`config.mk`:
```
export PLATFORM = sky130hd
export DESIGN_NAME = multicyclecontrol
export DESIGN_NICKNAME = d
export VERILOG_FILES = /design/src/rtl/multicyclecontrol_pkg.sv /design/src/rtl/multicyclecontrol.sv
export SDC_FILE = /design/constraint.sdc
export NUM_CORES = 1
export LEC_CHECK = 0
export BUFFER_PORTS_ARGS = -buffer_cell sky130_fd_sc_hd__buf_2
export CAP_MARGIN = 20
export CORE_ASPECT_RATIO = 0.7
export CORE_MARGIN = 2
export CORE_UTILIZATION = 50
export DETAILED_ROUTE_END_ITERATION = 10
export PLACE_DENSITY = 0.75
export SYNTH_ARGS = -nofsm -noshare
export SYNTH_HDL_FRONTEND = slang
export SYNTH_SLANG_ARGS = --single-unit
```
`constraint.sdc`:
```
create_clock -name clock -period 2.03 [get_ports clock]
set_input_delay 0.1015 -clock clock [delete_from_list [all_inputs] [get_ports clock]]
set_output_delay 0.1015 -clock clock [all_outputs]
set_load 0.005 [all_outputs]
```
`src/rtl/multicyclecontrol_pkg.sv`:
```
// Shared encodings for the multicycle sequencing controller: states, opcodes,
// and the select codes driven into the shared ALU, its muxes and the PC mux.
package multicyclecontrol_pkg;

  typedef enum logic [3:0] {
    S_FETCH     = 4'd0,
    S_DECODE    = 4'd1,
    S_MEMADDR   = 4'd2,
    S_MEMREAD   = 4'd3,
    S_MEMWB     = 4'd4,
    S_MEMWRITE  = 4'd5,
    S_EXECUTE   = 4'd6,
    S_RCOMPLETE = 4'd7,
    S_BRANCH    = 4'd8,
    S_JUMP      = 4'd9,
    S_ADDIEXEC  = 4'd10,
    S_ADDIWB    = 4'd11
  } state_t;

  localparam logic [5:0] OP_RTYPE = 6'b000000;
  localparam logic [5:0] OP_LW    = 6'b100011;
  localparam logic [5:0] OP_SW    = 6'b101011;
  localparam logic [5:0] OP_BEQ   = 6'b000100;
  localparam logic [5:0] OP_J     = 6'b000010;
  localparam logic [5:0] OP_ADDI  = 6'b001000;

  localparam logic [1:0] ALUOP_ADD   = 2'b00;
  localparam logic [1:0] ALUOP_SUB   = 2'b01;
  localparam logic [1:0] ALUOP_FUNCT = 2'b10;

  localparam logic [1:0] SRCB_REGB     = 2'b00;
  localparam logic [1:0] SRCB_FOUR     = 2'b01;
  localparam logic [1:0] SRCB_IMM      = 2'b10;
  localparam logic [1:0] SRCB_IMMSHIFT = 2'b11;

  localparam logic [1:0] PCSRC_ALU    = 2'b00;
  localparam logic [1:0] PCSRC_ALUOUT = 2'b01;
  localparam logic [1:0] PCSRC_JUMP   = 2'b10;

  // Per-cycle datapath control word produced by the output decode.
  typedef struct packed {
    logic       pcwrite;
    logic       pcwritecond;
    logic       iord;
    logic       memread;
    logic       memwrite;
    logic       memtoreg;
    logic       irwrite;
    logic       alusrca;
    logic       regwrite;
    logic       regdst;
    logic [1:0] pcsource;
    logic [1:0] alusrcb;
    logic [1:0] aluop;
    logic       instdone;
    logic       illegal;
  } ctl_t;

  function automatic logic is_supported(input logic [5:0] op);
    return (op == OP_RTYPE) || (op == OP_LW) || (op == OP_SW) ||
           (op == OP_BEQ) || (op == OP_J) || (op == OP_ADDI);
  endfunction

endpackage

```
`src/rtl/multicyclecontrol.sv`:
```
// Moore sequencing FSM for the multicycle processor: state register and
// retire counter, next-state logic gated by memready, and per-state output decode.
module multicyclecontrol
  import multicyclecontrol_pkg::*;
(
  input  logic        clock,
  input  logic        reset,
  input  logic [5:0]  opcode,
  input  logic        memready,
  output logic        pcwrite,
  output logic        pcwritecond,
  output logic        iord,
  output logic        memread,
  output logic        memwrite,
  output logic        memtoreg,
  output logic        irwrite,
  output logic        alusrca,
  output logic        regwrite,
  output logic        regdst,
  output logic [1:0]  pcsource,
  output logic [1:0]  alusrcb,
  output logic [1:0]  aluop,
  output logic [3:0]  state,
  output logic        instdone,
  output logic        illegal,
  output logic [31:0] instcount
);

  state_t      state_q;
  state_t      state_d;
  logic [31:0] count_q;
  ctl_t        ctl;

  // State register and retire counter; reset drops any pending retirement.
  always_ff @(posedge clock) begin
    if (reset) begin
      state_q <= S_FETCH;
      count_q <= '0;
    end else begin
      state_q <= state_d;
      if (ctl.instdone) begin
        count_q <= count_q + 32'd1;
      end
    end
  end

  // Next-state logic
  always_comb begin
    state_d = state_q;
    case (state_q)
      S_FETCH: begin
        if (memready) state_d = S_DECODE;
      end
      S_DECODE: begin
        case (opcode)
          OP_RTYPE:     state_d = S_EXECUTE;
          OP_LW, OP_SW: state_d = S_MEMADDR;
          OP_BEQ:       state_d = S_BRANCH;
          OP_J:         state_d = S_JUMP;
          OP_ADDI:      state_d = S_ADDIEXEC;
          default:      state_d = S_FETCH;
        endcase
      end
      // The opcode is looked at again here, so the IR must stay stable.
      S_MEMADDR: begin
        if (opcode == OP_LW)      state_d = S_MEMREAD;
        else if (opcode == OP_SW) state_d = S_MEMWRITE;
        else                      state_d = S_FETCH;
      end
      S_MEMREAD: begin
        if (memready) state_d = S_MEMWB;
      end
      S_MEMWRITE: begin
        if (memready) state_d = S_FETCH;
      end
      S_EXECUTE:   state_d = S_RCOMPLETE;
      S_ADDIEXEC:  state_d = S_ADDIWB;
      S_MEMWB, S_RCOMPLETE, S_BRANCH, S_JUMP, S_ADDIWB: state_d = S_FETCH;
      default:     state_d = S_FETCH;
    endcase
  end

  // Output decode
  always_comb begin
    ctl = '0;
    case (state_q)
      S_FETCH: begin
        ctl.memread = 1'b1;
        ctl.alusrcb = SRCB_FOUR;
        ctl.irwrite = memready;
        ctl.pcwrite = memready;
      end
      S_DECODE: begin
        ctl.alusrcb = SRCB_IMMSHIFT;
        ctl.illegal = ~is_supported(opcode);
      end
      S_MEMADDR: begin
        ctl.alusrca = 1'b1;
        ctl.alusrcb = SRCB_IMM;
      end
      S_MEMREAD: begin
        ctl.memread = 1'b1;
        ctl.iord    = 1'b1;
      end
      S_MEMWB: begin
        ctl.regwrite = 1'b1;
        ctl.memtoreg = 1'b1;
        ctl.instdone = 1'b1;
      end
      S_MEMWRITE: begin
        ctl.memwrite = 1'b1;
        ctl.iord     = 1'b1;
        ctl.instdone = memready;
      end
      S_EXECUTE: begin
        ctl.alusrca = 1'b1;
        ctl.aluop   = ALUOP_FUNCT;
      end
      S_RCOMPLETE: begin
        ctl.regdst   = 1'b1;
        ctl.regwrite = 1'b1;
        ctl.instdone = 1'b1;
      end
      S_BRANCH: begin
        ctl.alusrca     = 1'b1;
        ctl.aluop       = ALUOP_SUB;
        ctl.pcwritecond = 1'b1;
        ctl.pcsource    = PCSRC_ALUOUT;
        ctl.instdone    = 1'b1;
      end
      S_JUMP: begin
        ctl.pcwrite  = 1'b1;
        ctl.pcsource = PCSRC_JUMP;
        ctl.instdone = 1'b1;
      end
      S_ADDIEXEC: begin
        ctl.alusrca = 1'b1;
        ctl.alusrcb = SRCB_IMM;
        ctl.aluop   = ALUOP_ADD;
      end
      S_ADDIWB: begin
        ctl.regwrite = 1'b1;
        ctl.instdone = 1'b1;
      end
      default: ctl = '0;
    endcase
  end

  // Every output is held at zero while reset is asserted.
  assign pcwrite     = ctl.pcwrite     & ~reset;
  assign pcwritecond = ctl.pcwritecond & ~reset;
  assign iord        = ctl.iord        & ~reset;
  assign memread     = ctl.memread     & ~reset;
  assign memwrite    = ctl.memwrite    & ~reset;
  assign memtoreg    = ctl.memtoreg    & ~reset;
  assign irwrite     = ctl.irwrite     & ~reset;
  assign alusrca     = ctl.alusrca     & ~reset;
  assign regwrite    = ctl.regwrite    & ~reset;
  assign regdst      = ctl.regdst      & ~reset;
  assign instdone    = ctl.instdone    & ~reset;
  assign illegal     = ctl.illegal     & ~reset;
  assign pcsource    = reset ? 2'b00 : ctl.pcsource;
  assign alusrcb     = reset ? 2'b00 : ctl.alusrcb;
  assign aluop       = reset ? 2'b00 : ctl.aluop;
  assign state       = reset ? 4'd0  : state_q;
  assign instcount   = reset ? 32'd0 : count_q;

endmodule
```
==> impl_metrics.yaml <==
sta:
  tns_ns: 0
  drv_slew: 0
  setup_viol: 0
  finalHoldViolCount: 0
  worstMarginPinSlew_ns: 0.558
  slew_headroom: 0.625
  fin_crit_sh: 0.950
  fin_crit_ns: 1.93
  max_freq_mhz: 518
  final.setup_skew_ns: 0.00504
route:
  top_layer: "met4"
  drc_errors: 0
  initialDrtViolationCount: 99
  met2RoutedLength_mm: 2.63
  wl_met1_mm: 2.92
  drt-pass1-iter-count: 4
  postRouteAntennaNets: 0
  viasPerCell: 5.59
  wirelength_mm: 5.84
  wl_met3_um: 274
  vias: 2458
  post_drt_wl_per_cell_um: 13.3
die:
  core_um2: 4380
  std_cell_rows: 20
  initial_core_util: 0.524
  die_area_um2: 5160
  die_height_um: 60.7
  fp.dieW_um: 85.0
  io_pins: 63
synth:
  ys_seq_area_frac: 0.314
  ys_async_sr_fraction: 0
  synth_edf_count: 0
  yosysTopAreaCellShare: 0.314
  synth_top_flop_cell: "dfxtp_1"
  synth_area_um2: 2300
  synth_cell_types: 43
  syn-instance-count: 310
  synth_seq_cells: 36
  avgSynthCellArea_um2: 7.41
  yosysWarnings: 0
  synth.most_common_cell: "nor2b_1"
  synth_nets: 320
  synth_area_leaders: "dfxtp_1, nor2b_1, nor2_1"
  yosys.area.top_type: "dfxtp_1"
  synth_common_cells: "nor2b_1, dfxtp_1, nor2_1"
critical_path:
  critPathLaunchType: "register"
  end_kind: "register"
  cp_slowest_cell: "or4_4"
  r2r_slack_ns: 0.10
  crit_required_ns: 2.24
  path_class: "reg2reg"
  crit_chain: "and3_4 -> nand2_1 -> or4_4 -> or4_1 -> a21oi_1"
  path_max_fanout: 5
  arrival_ns: 2.14
  critical_path.max_stage_delay_ns: 0.53
status:
  status: "complete, no violations"
run:
  cap_violations: 0
grt:
  grt_pass1_vias: 2103
  grt_max_degree: 50
  antenna_found_initial: 0
  track_usage: 0.228
  overflow: 0
  grt_pass1_wl_mm: 9.54
placed_design:
  port_buffers: 62
  hpwlAfterDp_mm: 4.28
  gp_congestion: 0.912
clock_tree:
  cts_tree: "done"
  cts_made_buffers: 5
  root_buffer: "clkbuf_8"
  cts_htree_levels: 2
  cts.path.max_buffers: 2
  cts_hold_buf: 0
  cts.sinks: 36
  clkTransAtPathRegs_ns: 0.07
  clk_latency_ns: 0.28
layout:
  regArea_um2: 721
  fill_cells: 414
  multiInputGateArea_um2: 1500
  fin_util: 0.657
  final_nets: 395
  drive_above_1_share: 0.257
  area_growth_pct: 25.3
  diodes: 0
hold_path:
  hold_path_class: "in2reg"
pwr:
  pwr_density_cell_nw_per_um2: 489
  peakVddDrop_v: 0.000389
  combPwrFrac: 0.147
  p_int_mw: 1.03
  seqPwrFrac: 0.513
  swShare: 0.266
  p_clk_frac: 0.340
  p_switching_uw: 375
  p_leak_nw: 1.21
## sequential cells by signal (all words and copies together), names as in the netlist
| register | flops |
|---|---|
| state_q | 4 |
| count_q | 32 |
## cell type report
class                      count  area share
clock buffer                   6      0.0252
clock inverter                 1     0.00174
inverter                       5     0.00652
multi-input combinational    252       0.520
sequential                    36       0.250
tap                           55      0.0239
timing repair buffer          85       0.172
## worst paths after layout
kind / start / end / depth (start not counted)
setup / recovery: count_q[23] / count_q[31] / 5
hold / removal: opcode[1] / state_q[0] / 3
setup reg to reg: count_q[23] / count_q[31] / 5
hold reg to reg: count_q[30] / count_q[30] / 2
## power by group through the flow
stage / Sequential, mW / Clock, mW / Combinational [mW]
2_1_floorplan: 0.737 / 0 / 0.123
3_3_place_gp: 0.737 / 0 / 0.200
3_5_place_dp: 0.738 / 0 / 0.203
4_1_cts: 0.721 / 0.491 / 0.205
5_1_grt: 0.722 / 0.515 / 0.231
6_report: 0.722 / 0.478 / 0.207
## worst max-delay path: cells and delay by family, from the launching register on
kind            cells  cell delay (ns)
compound gates      1             0.16
simple gates        4             1.30
flops               1             0.39
## per-layer routing
layer,track usage,vias to the layer above
met3,0.0422,2
met2,0.355,59
met1,0.333,1136
met4,0.0499,0
li1,-,1261
met5,0,-
## cell usage in the layout (no fill, tap or decap), types with 5 or more instances in the layout
master,instances
a21oi_1,19
and3_1,7
buf_2,62
buf_4,22
clkbuf_8,5
dfxtp_1,36
inv_1,5
nand2_1,21
nand2b_1,6
nand3_1,13
nand4_1,11
nor2_1,33
nor2b_1,37
nor3_1,13
nor4_1,5
o21ai_0,10
o31ai_1,6
or3_1,11
or4_1,8
xnor2_1,5
xor2_1,12
## cells by family after synthesis
kind of cell             after synthesis  share of synthesized area
AO/OA/AOI/OAI                         54                      0.143
XOR/XNOR                              17                     0.0648
adder cells (fa/ha/maj)                1                    0.00545
buffers and inverters                 22                     0.0392
flip-flops                            36                      0.314
multiplexers                           1                    0.00490
AND/OR/NAND/NOR                      179                      0.429
## repair_timing
item,CTS,global route
setup buffers,0,1
endpoints found under the setup margin,0,7
resized for setup,0,3
## stage by stage
| step | power [mW] | setup slack (ns) | cell area (µm²) | hold slack (ns) | cells |
|---|---|---|---|---|---|
| global route | 1.47 | -0.00371 | 2880 | 0.167 | 440 |
| CTS | 1.42 | 0.103 | 2860 | 0.139 | 439 |
| global placement | 0.938 | 0.174 | 2780 | 0.442 | 432 |
| finish | 1.41 | 0.101 | 2880 | 0.150 | 440 |
| detailed placement | 0.941 | 0.122 | 2780 | 0.442 | 432 |
| floorplan | 0.860 | 0.213 | 2300 | 0.266 | 310 |
No activity file was read; power rests on OpenSTA's default activity.
